### src/rtl/cpu_reg_pkg.sv
// Shared register-file constants, types and round-robin helper
// for the CPU writeback path.
package cpu_reg_pkg;

    localparam int CPU_ADDR_WIDTH    = 4;
    localparam int CPU_DATA_WIDTH    = 16;
    localparam int CPU_REG_FILE_SIZE = 16;

    typedef logic [CPU_ADDR_WIDTH-1:0] reg_addr_t;
    typedef logic [CPU_DATA_WIDTH-1:0] reg_data_t;

    function automatic int unsigned rr_next(
        input int unsigned ptr,
        input int unsigned n
    );
        return (ptr + 1) % n;
    endfunction

endpackage

### src/rtl/rr_arbiter.sv
// Combinational round-robin arbiter: the first requester at or
// after ptr (with wrap) wins. The pointer itself lives with the caller.
module rr_arbiter #(
    parameter int N = 2,
    localparam int W = $clog2(N)
) (
    input  logic [N-1:0] req,
    input  logic [W-1:0] ptr,
    output logic [N-1:0] gnt,
    output logic [W-1:0] gnt_idx,
    output logic         any_gnt
);

    logic [W-1:0] cand;

    always_comb begin
        gnt     = '0;
        gnt_idx = '0;
        any_gnt = 1'b0;
        cand    = '0;
        for (int k = 0; k < N; k++) begin
            cand = W'((32'(ptr) + k) % N);
            if (!any_gnt && req[cand]) begin
                gnt[cand] = 1'b1;
                gnt_idx   = cand;
                any_gnt   = 1'b1;
            end
        end
    end

endmodule

### src/rtl/reg_wb_arbiter.sv
// Register-file write port owner: round-robin writeback arbitration,
// one-cycle registered write, and a busy scoreboard for RAW stalls.
module reg_wb_arbiter
    import cpu_reg_pkg::*;
#(
    parameter int ADDR_WIDTH    = CPU_ADDR_WIDTH,
    parameter int DATA_WIDTH    = CPU_DATA_WIDTH,
    parameter int REG_FILE_SIZE = CPU_REG_FILE_SIZE,
    parameter int NUM_REQ       = 2
) (
    input  logic                          clk,
    input  logic                          rst,
    input  logic [NUM_REQ-1:0]            req_valid,
    input  logic [NUM_REQ*ADDR_WIDTH-1:0] req_addr,
    input  logic [NUM_REQ*DATA_WIDTH-1:0] req_data,
    output logic [NUM_REQ-1:0]            req_ready,
    output logic [ADDR_WIDTH-1:0]         reg_w_addr,
    output logic [DATA_WIDTH-1:0]         reg_w_data,
    output logic                          reg_w_en,
    input  logic                          claim_en,
    input  logic [ADDR_WIDTH-1:0]         claim_addr,
    input  logic [ADDR_WIDTH-1:0]         rd_addr_1,
    input  logic [ADDR_WIDTH-1:0]         rd_addr_2,
    output logic                          rd_busy_1,
    output logic                          rd_busy_2,
    output logic [REG_FILE_SIZE-1:0]      busy,
    output logic                          err_oob
);

    localparam int PTR_W = $clog2(NUM_REQ);
    localparam logic [ADDR_WIDTH:0] RF_LIMIT =
        (ADDR_WIDTH+1)'(REG_FILE_SIZE);

    logic [PTR_W-1:0]         rr_ptr;
    logic [NUM_REQ-1:0]       gnt;
    logic [PTR_W-1:0]         gnt_idx;
    logic                     any_gnt;
    logic [ADDR_WIDTH-1:0]    win_addr;
    logic [DATA_WIDTH-1:0]    win_data;
    logic                     win_ok;
    logic [REG_FILE_SIZE-1:0] claim_mask;
    logic [REG_FILE_SIZE-1:0] clear_mask;

    rr_arbiter #(
        .N(NUM_REQ)
    ) u_arb (
        .req     (req_valid),
        .ptr     (rr_ptr),
        .gnt     (gnt),
        .gnt_idx (gnt_idx),
        .any_gnt (any_gnt)
    );

    assign req_ready = gnt;

    // Grant is one-hot, so an AND-OR mux selects the winner.
    always_comb begin
        win_addr = '0;
        win_data = '0;
        for (int i = 0; i < NUM_REQ; i++) begin
            if (gnt[i]) begin
                win_addr = win_addr | req_addr[i*ADDR_WIDTH +: ADDR_WIDTH];
                win_data = win_data | req_data[i*DATA_WIDTH +: DATA_WIDTH];
            end
        end
    end

    assign win_ok = {1'b0, win_addr} < RF_LIMIT;

    always_ff @(posedge clk or posedge rst) begin
        if (rst) begin
            reg_w_en   <= 1'b0;
            reg_w_addr <= '0;
            reg_w_data <= '0;
            err_oob    <= 1'b0;
            rr_ptr     <= '0;
        end else begin
            reg_w_en <= any_gnt && win_ok;
            err_oob  <= any_gnt && !win_ok;
            if (any_gnt) begin
                reg_w_addr <= win_addr;
                reg_w_data <= win_data;
                rr_ptr     <= PTR_W'(rr_next(32'(gnt_idx), NUM_REQ));
            end
        end
    end

    // Out-of-range addresses match no entry, so they are ignored for free.
    always_comb begin
        claim_mask = '0;
        clear_mask = '0;
        for (int i = 0; i < REG_FILE_SIZE; i++) begin
            claim_mask[i] = claim_en && (claim_addr == ADDR_WIDTH'(i));
            clear_mask[i] = reg_w_en && (reg_w_addr == ADDR_WIDTH'(i));
        end
    end

    // Set after clear: a claim in the write cycle keeps the entry busy.
    always_ff @(posedge clk or posedge rst) begin
        if (rst) begin
            busy <= '0;
        end else begin
            busy <= (busy & ~clear_mask) | claim_mask;
        end
    end

    always_comb begin
        rd_busy_1 = 1'b0;
        rd_busy_2 = 1'b0;
        for (int i = 0; i < REG_FILE_SIZE; i++) begin
            if (rd_addr_1 == ADDR_WIDTH'(i)) rd_busy_1 = busy[i];
            if (rd_addr_2 == ADDR_WIDTH'(i)) rd_busy_2 = busy[i];
        end
    end

endmodule

### config.mk
export PLATFORM = sky130hd
export DESIGN_NAME = reg_wb_arbiter
export DESIGN_NICKNAME = d
export VERILOG_FILES = /design/src/rtl/cpu_reg_pkg.sv /design/src/rtl/rr_arbiter.sv /design/src/rtl/reg_wb_arbiter.sv
export SDC_FILE = /design/constraint.sdc
export NUM_CORES = 1
export LEC_CHECK = 0
export CORE_MARGIN = 2
export CORE_UTILIZATION = 39
export CTS_BUF_LIST = sky130_fd_sc_hd__clkbuf_8
export DETAILED_ROUTE_END_ITERATION = 8
export GPL_ROUTABILITY_DRIVEN = 0
export PLACE_DENSITY = 0.85
export SYNTH_ARGS = -nofsm -noshare
export SYNTH_HDL_FRONTEND = slang
export SYNTH_SLANG_ARGS = --single-unit
### constraint.sdc
create_clock -name clk -period 1.4 [get_ports clk]
set_input_delay 0.28 -clock clk [delete_from_list [all_inputs] [get_ports clk]]
set_output_delay 0.28 -clock clk [all_outputs]
set_load 0.02 [all_outputs]
==> impl_metrics.toml <==
[outcome]
status = "complete, but fails checks"
violations = "setup timing"

[clock_network]
numCtsBuffers = 5
cts-root-buf = "clkbuf_8"
clk_path_buf_depth = 2
clkTransAtPathRegs_ns = 0.08
cts_tree = "yes"
htreeDepth = 2
insertion_delay_ns = 0.29
cts_sinks = 38
cts_hold_buf = 0

[setup_path]
r2r_slack_ns = 0.14
cp_slowest_cell = "dfrtp_2"
r2r_cells = 3
critical-path-max-stage-delay_ns = 0.42
cp_top_family = "flip-flops"
worstPathBufferInverterCount = 1
endpoint_kind = "primary output"
cp-start-kind = "register"
cp.arrival_ns = 1.63
crit_chain = "mux2_1 -> or3_1 -> o211ai_2 -> o21ai_2 -> buf_2"
required_ns = 1.12
rr_endpoint = "busy[3]$_DFF_PP0_"
crit_type = "reg -> out"
crit_fanout = 3
worst-path-stages = 5
r2r-start = "reg_w_addr[2]$_DFFE_PP0P_"

[yosys]
synth_ff_type = "dfrtp_1"
syn_nets = 285
netlist_instances = 228
ys_seq_area_share_pct = 44.0
syn_area_um2 = 2160
yosys_warnings = 0
ys_seq_elements = 38
synth_edf_count = 0
synth_area_per_cell_um2 = 9.48
synth_cell_types = 30
async_flop_share_pct = 100

[drt]
vias = 2295
ant_nets = 0
drc = 0
drtIter0Drc = 115
routed_via_density = 5.28
dr.pass1.iters = 4
wl_per_cell_um = 15.5
wirelength_um = 6750

[cells_and_area]
multi_input_area_um2 = 1130
antenna_cells = 0
layout-drive-gt1-share_pct = 30.6
final_cell_mix = "clkdlybuf4s50_1 (50), buf_4 (44), nor2_1 (40), dfrtp_1 (33), o21ai_0 (31)"
final_common_cell = "clkdlybuf4s50_1"
fillCellCount = 488
fin_cells = 435
seqCellArea_um2 = 957
final_nets = 419
design_area_um2 = 3510
area_growth_pct = 62.4

[placed_design]
place_area_um2 = 3460
port_buffers = 97
dpl.cell_count = 424
dp_hpwl_um = 5310

[power_and_ir_drop]
ir_drop_v = 0.000774
p_per_area_nw_per_um2 = 1350
power_leakage_uw = 0.00155

[floorplanning]
std_cell_rows = 27
core_area_um2 = 5440
die_h_um = 78.5
start_util_pct = 39.8
die_area_um2 = 6160
die_x_um = 78.5
num_io_pins = 99

[timing]
min_period_ns = 1.91
fin_crit_sh_pct = 136
fin_worst_skew_ns = 0.00728
finalMaxSlewViolations = 0
rsz0062_at_grt = "yes"
setup_viol = 2
fmax_mhz = 525
fin_ws_ns = -0.505
hold_violations = 0

[min_path]
hold_path_class = "in -> async"

[global_routing]
antenna_found_initial = 0
grt_pass1_wl_um = 11100
grtUsageTotal_pct = 22.7
first_global_vias = 2415
overflow = 0
grt_start_max_net_pins = 22

[job]
drv_cap = 0
==> where the power goes <==
group          switching (uW)  internal, uW  leakage, uW
sequential                279          1390     0.000434
clock                     392           390    0.0000524
combinational            1100          1190      0.00106
total                    1780          2970      0.00155
==> sequential cells by signal (all words and copies together) (netlist names), named ones only <==
register and cells:
busy 16, reg_w_addr 4, reg_w_data 16, reg_w_en 1
==> routing by layer <==
layer / global-route usage (%) / share of wire [%]
met4: 7.02 / 1.1
met5: 0 / 0
met3: 6.09 / 6.6
met1: 26.3 / 40
met2: 40.9 / 53
==> synthesized netlist by cell type, types with 3 or more instances <==
master	number	area (um2)
mux2i_1	8	80.1
buf_2	5	25.0
nor2_1	40	150
a21oi_1	4	20.0
nand3_1	8	40.0
inv_1	5	18.8
o21ai_0	34	170
o22ai_1	20	125
or2_2	3	18.8
clkbuf_1	5	18.8
mux2_2	20	225
nand2_1	4	15.0
nand2b_1	4	25.0
nand3b_1	4	30.0
dfrtp_1	38	951
==> final cells by class <==
type / count / area share (%)
timing repair buffer: 140 / 34.8
clock inverter: 2 / 0.249
inverter: 5 / 0.534
sequential: 38 / 27.3
clock buffer: 6 / 2.35
tap: 72 / 2.57
multi-input combinational: 172 / 32.3
==> metrics by stage <==
stage                     util [%]  TNS (ns)  power [uW]  hold slack (ns)  worst slack (ns)
after detailed placement      63.6    -10.24        4100            0.513             -1.08
after global routing          64.6     -1.06        5050            0.349            -0.548
after floorplan                  -    -0.234        2670            0.392            -0.117
final                         64.6    -0.984        4750            0.334            -0.505
after CTS                     65.0    -0.993        4780            0.342            -0.509
after global placement        63.6     -9.16        4030            0.490             -1.04
==> repair_timing <==
item                                   CTS  global route
setup endpoints to repair               56            19
gates resized for setup                 99            22
setup buffers                            2             2
endpoints found under the hold margin    0             0
pin swaps                                0             1
==> how the worst max path moves through the flow <==
stage | from | end | slack (ns)
after floorplan | busy[6]$_DFF_PP0_ | rd_busy_1 | -0.12
after global placement | rd_addr_2[0] | rd_busy_2 | -1.04
after detailed placement | rd_addr_2[0] | rd_busy_2 | -1.08
after CTS | busy[6]$_DFF_PP0_ | rd_busy_2 | -0.51
final | busy[6]$_DFF_PP0_ | rd_busy_2 | -0.51
after global routing | busy[6]$_DFF_PP0_ | rd_busy_2 | -0.55
==> tightest hold or removal path: cells and delay by family <==
kind,cells,cell delay [ns]
buffers and inverters,3,0.72
==> logic make-up (layout without fill, tap and decap cells) <==
family	Yosys count	in the layout	synth area share, %
AOI/OAI and AO/OA	70	70	19.2
and+or+nand+nor	69	69	15.1
DFF	38	38	44.0
muxes	32	32	17.2
buffers and inverters	18	153	4.28
other	1	1	0.173
(Power assumes the default switching activity.)
